===== config.mk =====
export PLATFORM = sky130hd
export DESIGN_NAME = u_proc_mc
export DESIGN_NICKNAME = d
export VERILOG_FILES = /design/src/rtl/u_proc_pkg.sv /design/src/rtl/u_proc_regfile.sv /design/src/rtl/u_proc_mc.sv
export SDC_FILE = /design/constraint.sdc
export NUM_CORES = 1
export LEC_CHECK = 0
export ABC_AREA = 1
export BUFFER_PORTS_ARGS = -buffer_cell sky130_fd_sc_hd__buf_2
export CORE_UTILIZATION = 55
export DETAILED_ROUTE_END_ITERATION = 10
export HOLD_SLACK_MARGIN = 0.02
export PLACE_DENSITY = 0.73
export SYNTH_ARGS = -nofsm -noshare
export SYNTH_HDL_FRONTEND = slang
export SYNTH_SLANG_ARGS = --single-unit

===== constraint.sdc =====
create_clock -name clk_100 -period 7.5 [get_ports clk_100]
set_input_delay 0.375 -clock clk_100 [delete_from_list [all_inputs] [get_ports clk_100]]
set_output_delay 0.375 -clock clk_100 [all_outputs]
set_load 0.005 [all_outputs]

===== src/rtl/u_proc_pkg.sv =====
// rtl/u_proc_pkg.sv - opcode constants, FSM states and instruction field positions for u_proc_mc
package u_proc_pkg;

  localparam int OP_HI  = 15;
  localparam int OP_LO  = 12;
  localparam int RA_HI  = 11;
  localparam int RA_LO  = 8;
  localparam int IMM_HI = 7;
  localparam int IMM_LO = 0;
  localparam int RA_W   = RA_HI - RA_LO + 1;
  localparam int INSN_W = OP_HI + 1;

  typedef enum logic [3:0] {
    OP_NOP   = 4'h0,
    OP_LDI   = 4'h1,
    OP_MOVA  = 4'h2,
    OP_MOVR  = 4'h3,
    OP_ADD   = 4'h4,
    OP_SUB   = 4'h5,
    OP_AND   = 4'h6,
    OP_XOR   = 4'h7,
    OP_INC   = 4'h8,
    OP_LOAD  = 4'h9,
    OP_STORE = 4'hA,
    OP_JMP   = 4'hB,
    OP_JZ    = 4'hC,
    OP_ILL_D = 4'hD,
    OP_ILL_E = 4'hE,
    OP_HALT  = 4'hF
  } opcode_e;

  typedef enum logic [1:0] {
    FETCH  = 2'd0,
    EXEC   = 2'd1,
    MEM    = 2'd2,
    HALTED = 2'd3
  } state_e;

endpackage


===== src/rtl/u_proc_regfile.sv =====
// rtl/u_proc_regfile.sv - NREG x DATA_W register file, one sync write port, one comb read port, R0 reads zero
module u_proc_regfile
  import u_proc_pkg::*;
#(
  parameter int DATA_W = 16,
  parameter int NREG   = 16
) (
  input  logic              clk,
  input  logic              rst,
  input  logic              we,
  input  logic [RA_W-1:0]   waddr,
  input  logic [DATA_W-1:0] wdata,
  input  logic [RA_W-1:0]   raddr,
  output logic [DATA_W-1:0] rdata
);

  // No storage for R0; indices at or above NREG never match, so they alias R0.
  logic [DATA_W-1:0] regs [1:NREG-1];

  always_ff @(posedge clk) begin
    if (rst) begin
      for (int i = 1; i < NREG; i++) regs[i] <= '0;
    end else if (we) begin
      for (int i = 1; i < NREG; i++) begin
        if (waddr == RA_W'(i)) regs[i] <= wdata;
      end
    end
  end

  always_comb begin
    rdata = '0;
    for (int i = 1; i < NREG; i++) begin
      if (raddr == RA_W'(i)) rdata = regs[i];
    end
  end

endmodule


===== src/rtl/u_proc_mc.sv =====
// rtl/u_proc_mc.sv - multi-cycle accumulator processor; U_PROC_ILLEGAL_TRAP_EN traps opcodes D/E
module u_proc_mc
  import u_proc_pkg::*;
#(
  parameter int          DATA_W  = 16,
  parameter int          ADDR_W  = 16,
  parameter int          NREG    = 16,
  parameter int unsigned PC_INIT = 1
) (
  input  logic              clk_100,
  input  logic              rst,
  input  logic [DATA_W-1:0] memory_in,
  input  logic              hit,
  output logic              memory_req,
  output logic              memory_write_en,
  output logic [ADDR_W-1:0] address_out,
  output logic [DATA_W-1:0] memory_out,
  output logic [DATA_W-1:0] acc,
  output logic              z,
  output logic              finished,
  output logic              error
);

  state_e              state, state_d;
  logic [ADDR_W-1:0]   pc, pc_d;
  logic [INSN_W-1:0]   ir, ir_d;
  logic [DATA_W-1:0]   acc_d;
  logic                z_d;
  logic                rf_we;
  logic [DATA_W-1:0]   rf_wdata, rf_rdata;
  opcode_e             op;
  logic [RA_W-1:0]     ra;
  logic [7:0]          imm8;
`ifdef U_PROC_ILLEGAL_TRAP_EN
  logic                trap;
`endif

  assign op   = opcode_e'(ir[OP_HI:OP_LO]);
  assign ra   = ir[RA_HI:RA_LO];
  assign imm8 = ir[IMM_HI:IMM_LO];

  u_proc_regfile #(
    .DATA_W (DATA_W),
    .NREG   (NREG)
  ) u_regfile (
    .clk   (clk_100),
    .rst   (rst),
    .we    (rf_we),
    .waddr (ra),
    .wdata (rf_wdata),
    .raddr (ra),
    .rdata (rf_rdata)
  );

  always_ff @(posedge clk_100) begin
    if (rst) begin
      state <= FETCH;
      pc    <= ADDR_W'(PC_INIT);
      ir    <= '0;
      acc   <= '0;
      z     <= 1'b0;
    end else begin
      state <= state_d;
      pc    <= pc_d;
      ir    <= ir_d;
      acc   <= acc_d;
      z     <= z_d;
    end
  end

  always_comb begin
    state_d         = state;
    pc_d            = pc;
    ir_d            = ir;
    acc_d           = acc;
    z_d             = z;
    rf_we           = 1'b0;
    rf_wdata        = acc;
    memory_req      = 1'b0;
    memory_write_en = 1'b0;
    address_out     = '0;
    memory_out      = '0;
`ifdef U_PROC_ILLEGAL_TRAP_EN
    trap            = 1'b0;
`endif
    case (state)
      FETCH: begin
        memory_req  = 1'b1;
        address_out = pc;
        if (hit) begin
          ir_d    = memory_in[INSN_W-1:0];
          pc_d    = pc + ADDR_W'(1);
          state_d = EXEC;
        end
      end
      EXEC: begin
        state_d = FETCH;
        case (op)
          OP_LDI:  acc_d = DATA_W'(imm8);
          OP_MOVA: rf_we = 1'b1;
          OP_MOVR: acc_d = rf_rdata;
          OP_ADD:  begin acc_d = acc + rf_rdata; z_d = ~|acc_d; end
          OP_SUB:  begin acc_d = acc - rf_rdata; z_d = ~|acc_d; end
          OP_AND:  begin acc_d = acc & rf_rdata; z_d = ~|acc_d; end
          OP_XOR:  begin acc_d = acc ^ rf_rdata; z_d = ~|acc_d; end
          OP_INC: begin
            rf_we    = 1'b1;
            rf_wdata = rf_rdata + DATA_W'(1);
            z_d      = ~|rf_wdata;
          end
          OP_JMP:  pc_d = ADDR_W'(imm8);
          OP_JZ:   if (z) pc_d = ADDR_W'(imm8);
          OP_LOAD, OP_STORE: state_d = MEM;
          OP_HALT: state_d = HALTED;
`ifdef U_PROC_ILLEGAL_TRAP_EN
          OP_ILL_D, OP_ILL_E: begin
            trap    = 1'b1;
            state_d = HALTED;
          end
`endif
          default: ;
        endcase
      end
      MEM: begin
        // The address register is the same R[ra] that INC/MOVA would target.
        memory_req  = 1'b1;
        address_out = ADDR_W'(rf_rdata);
        if (op == OP_STORE) begin
          memory_write_en = 1'b1;
          memory_out      = acc;
        end
        if (hit) begin
          if (op == OP_LOAD) acc_d = memory_in;
          state_d = FETCH;
        end
      end
      default: ;
    endcase
  end

  assign finished = (state == HALTED);

`ifdef U_PROC_ILLEGAL_TRAP_EN
  always_ff @(posedge clk_100) begin
    if (rst)       error <= 1'b0;
    else if (trap) error <= 1'b1;
  end
`else
  assign error = 1'b0;
`endif

endmodule


==> out/qor.log <==
INFO  place          post_dp_cell_area=16800squm
INFO  sta            report.final.setup_viol=0
INFO  sta            maxClockFrequency=178MHz
INFO  sta            hold_violations=0
INFO  routing        routed_wire_length_per_instance=21.9um
INFO  cells_and_area final_net_count=2067
INFO  cells_and_area finalCoreUtilization=0.616
INFO  setup_path     crit_slowest_cell=nor2_1
INFO  sta            timing.setup.tns=0ns
INFO  power          p_leak=6.98nW
INFO  synth          async_reset_ff_frac=0
INFO  routing        route.vias.total=14441
INFO  place          place.port_buffers=70
INFO  die            dieArea=30000squm
INFO  synth          cell_count_after_synthesis=1964
INFO  power          share_comb_of_total_power=0.270
INFO  cells_and_area post_route_cells_drive_above_1_share=0.106
INFO  run            drv.max_cap_violation_count=0
INFO  routing        remaining_drc_errors=0
INFO  grt            wire_length_of_the_first_global_routing_pass=79700um
INFO  setup_path     critical_path.max_stage_delay=0.83ns
INFO  place          place.detailed.hpwl=38600um
INFO  status         status=finished clean
INFO  synth          synth_edf_count=240
INFO  power          pwr-share-clk=0.319
INFO  sta            layout_setup_ws=1.87ns
INFO  cts            htree_num_levels=1
INFO  setup_path     crit_path_frequent_cell=nand2_1
INFO  synth          synth_nets=2024
INFO  routing        route.detailed.vias_per_inst=5.98
INFO  power          power.switching=1.61mW
INFO  die            initial_utilization=0.561
INFO  sta            finalWorstPathRequiredPeriod=5.63ns
INFO  sta            worst-slew-pin-transition=1.18ns
INFO  cts            path_clk_slew=0.06ns
INFO  power          seqPwrFrac=0.411
INFO  power          ir_drop=232uV
INFO  setup_path     worst_path_required=8.00ns
INFO  cts            holdBufCountCts=0
INFO  cts            cts_resized=0
INFO  routing        initial_drt_markers=1778
INFO  min_path       holdCritPathClass=input pin to register
INFO  die            rows=62
INFO  setup_path     timing.setup.critical_path_class=register to register
INFO  synth          synthDistinctLibCells=53
INFO  cells_and_area layout.cells.most_common_list=nand2_1, nor2_1, edfxtp_1
INFO  cells_and_area antenna_cells=0
INFO  grt            first_global_vias=13617
INFO  power          power_density_normalized_to_cell_area=259nW/um^2
INFO  setup_path     cp_max_fo=13
INFO  die            die_width=173um
INFO  cells_and_area layout-area-overhead-vs-synth=9.86%
INFO  cells_and_area commonest_non_fill_non_tap_cell_in_the_layout=nand2_1
INFO  cells_and_area layout.cell_area.non_filler=17700squm
INFO  die            core=28800squm
INFO  synth          postSynth.topFlopCell=edfxtp_1
INFO  cts            largest_buffer_count_on_any_clock_path=3
INFO  synth          synth-seq-area-share=0.510
INFO  synth          count_of_warnings_emitted_by_yosys=0
INFO  routing        antenna_left=0
INFO  grt            grt_max_degree=44
INFO  grt            grtUsageTotal=0.349
INFO  grt            gr-total-overflow=0
INFO  sta            timing_max_transition_violations_final=0
INFO  grt            number_of_antenna_violations_at_the_first_check_in_global_routing=2
INFO  cts            tritoncts_clock_tree=yes
INFO  die            io-pin-count=72
INFO  sta            post-route-period-util=0.751
INFO  cts            cts_inserted_buffers=30
INFO  power          intPower=2.99mW
INFO  sta            maxSlewHeadroom=0.216
INFO  sta            unrepaired_setup_endpoints_after_global_routing=false
INFO  place          gp_congestion=0.989
INFO  routing        route.final.wire_length=52700um
INFO  die            floorplan.die.height=173um
INFO  power          switching_share=0.351
INFO  cts            cts.root.buffer_cell=clkbuf_16
INFO  synth          synth.cell_area=16100squm
INFO  cts            latest_clock_arrival_within_the_worst_skew_pair=0.56ns
INFO  routing        detailedRoute.firstPassIterationCount=5
INFO  sta            timing.clock.skew=0.0139ns
INFO  cts            postCtsSetupRepairBufs=0
INFO  setup_path     critical_path.endpoint_type=register
INFO  cts            cts.sinks=291
INFO  place          dpl_worst_slack=2.12ns
INFO  synth          synth.avg_cell_area=8.22squm
INFO  synth          flop_and_latch_count_out_of_synthesis=291
INFO  setup_path     crit_path_start_kind=register
INFO  setup_path     critPathArrivalTime=6.13ns
per-stage QoR:
step / power (mW) / hold WS, ns / std cells
finish: 4.60 / 0.0991 / 2413
floorplan: 2.67 / 0.441 / 1964
detailed placement: 3.11 / 0.471 / 2359
global placement: 3.11 / 0.471 / 2359
CTS: 4.55 / 0.0775 / 2413
global route: 4.75 / 0.0956 / 2413
per-layer routing:
layer	track usage	vias up	wire length, um
met4	0.104	4	1460
li1	-	6644	-
met2	0.527	821	22900
met5	0	-	22
met1	0.514	6871	23000
met3	0.0605	101	5400
worst max-delay path, delay by kind of cell (launching register included):
kind / cells / cell delay (ns)
AO/OA/AOI/OAI: 3 / 0.41
XOR/XNOR: 1 / 0.21
adder cells (fa/ha/maj): 2 / 0.73
buffers and inverters: 4 / 0.77
flip-flops: 1 / 0.57
AND/OR/NAND/NOR: 17 / 2.87
cell type report:
cell class                      instances  area (sq um)
Tap cell                              384           480
Clock inverter                         18           163
Fill cell                            2576         11000
Inverter                              185           694
Timing Repair Buffer                   97           553
Sequential cell                       291          8230
Multi-Input combinational cell       1402          6830
Clock buffer                           36           795
power by group through the flow:
| stage | logic (mW) | registers (mW) | clock network (mW) |
|---|---|---|---|
| 6_report | 1.24 | 1.89 | 1.47 |
| 5_1_grt | 1.33 | 1.89 | 1.53 |
| 4_1_cts | 1.20 | 1.89 | 1.47 |
| 3_5_place_dp | 1.19 | 1.92 | 0 |
| 3_3_place_gp | 1.19 | 1.92 | 0 |
| 2_1_floorplan | 0.778 | 1.89 | 0 |
cells by family (layout without fill, tap and decap cells):
group,Yosys count,after routing,share of synthesized area
and+or+nand+nor,1072,1072,0.281
DFF,291,291,0.510
buffers and inverters,271,336,0.0680
AOI/OAI and AO/OA,265,265,0.0952
adders and majority gates,41,41,0.0327
xor gates and xnor gates,22,22,0.0119
other,1,1,0.000232
muxes,1,1,0.00139
cell usage after synthesis (20+ instances only):
cell type | n | share of area
edfxtp_1 | 240 | 0.45
xor2_1 | 20 | 0.011
nand2_1 | 424 | 0.099
clkbuf_1 | 57 | 0.013
o22ai_1 | 20 | 0.0077
o21ai_0 | 78 | 0.024
dfxtp_1 | 51 | 0.063
inv_1 | 165 | 0.038
nand3_1 | 91 | 0.028
ha_1 | 39 | 0.030
nor2_1 | 411 | 0.096
nand4_1 | 66 | 0.026
or2_2 | 27 | 0.010
a21oi_1 | 99 | 0.031
path summary, 6_finish.rpt:
check / startpoint / endpoint / depth (start not counted) / slack (ns)
worst min register to register: ir[5]$_SDFFE_PP0P_ / ir[5]$_SDFFE_PP0P_ / 2 / 0.50
worst max-delay path: ir[9]$_SDFFE_PP0P_ / z$_SDFFE_PP0P_ / 27 / 1.87
worst min-delay path: memory_in[2] / ir[2]$_SDFFE_PP0P_ / 3 / 0.1
worst max register to register: ir[9]$_SDFFE_PP0P_ / z$_SDFFE_PP0P_ / 27 / 1.87
flip-flops by register name (all words and copies together), names as in the netlist:
register,cells
z,1
pc,16
acc,16
ir,16
u_regfile.regs,240
state,2
No activity file was read; power rests on OpenSTA's default activity.
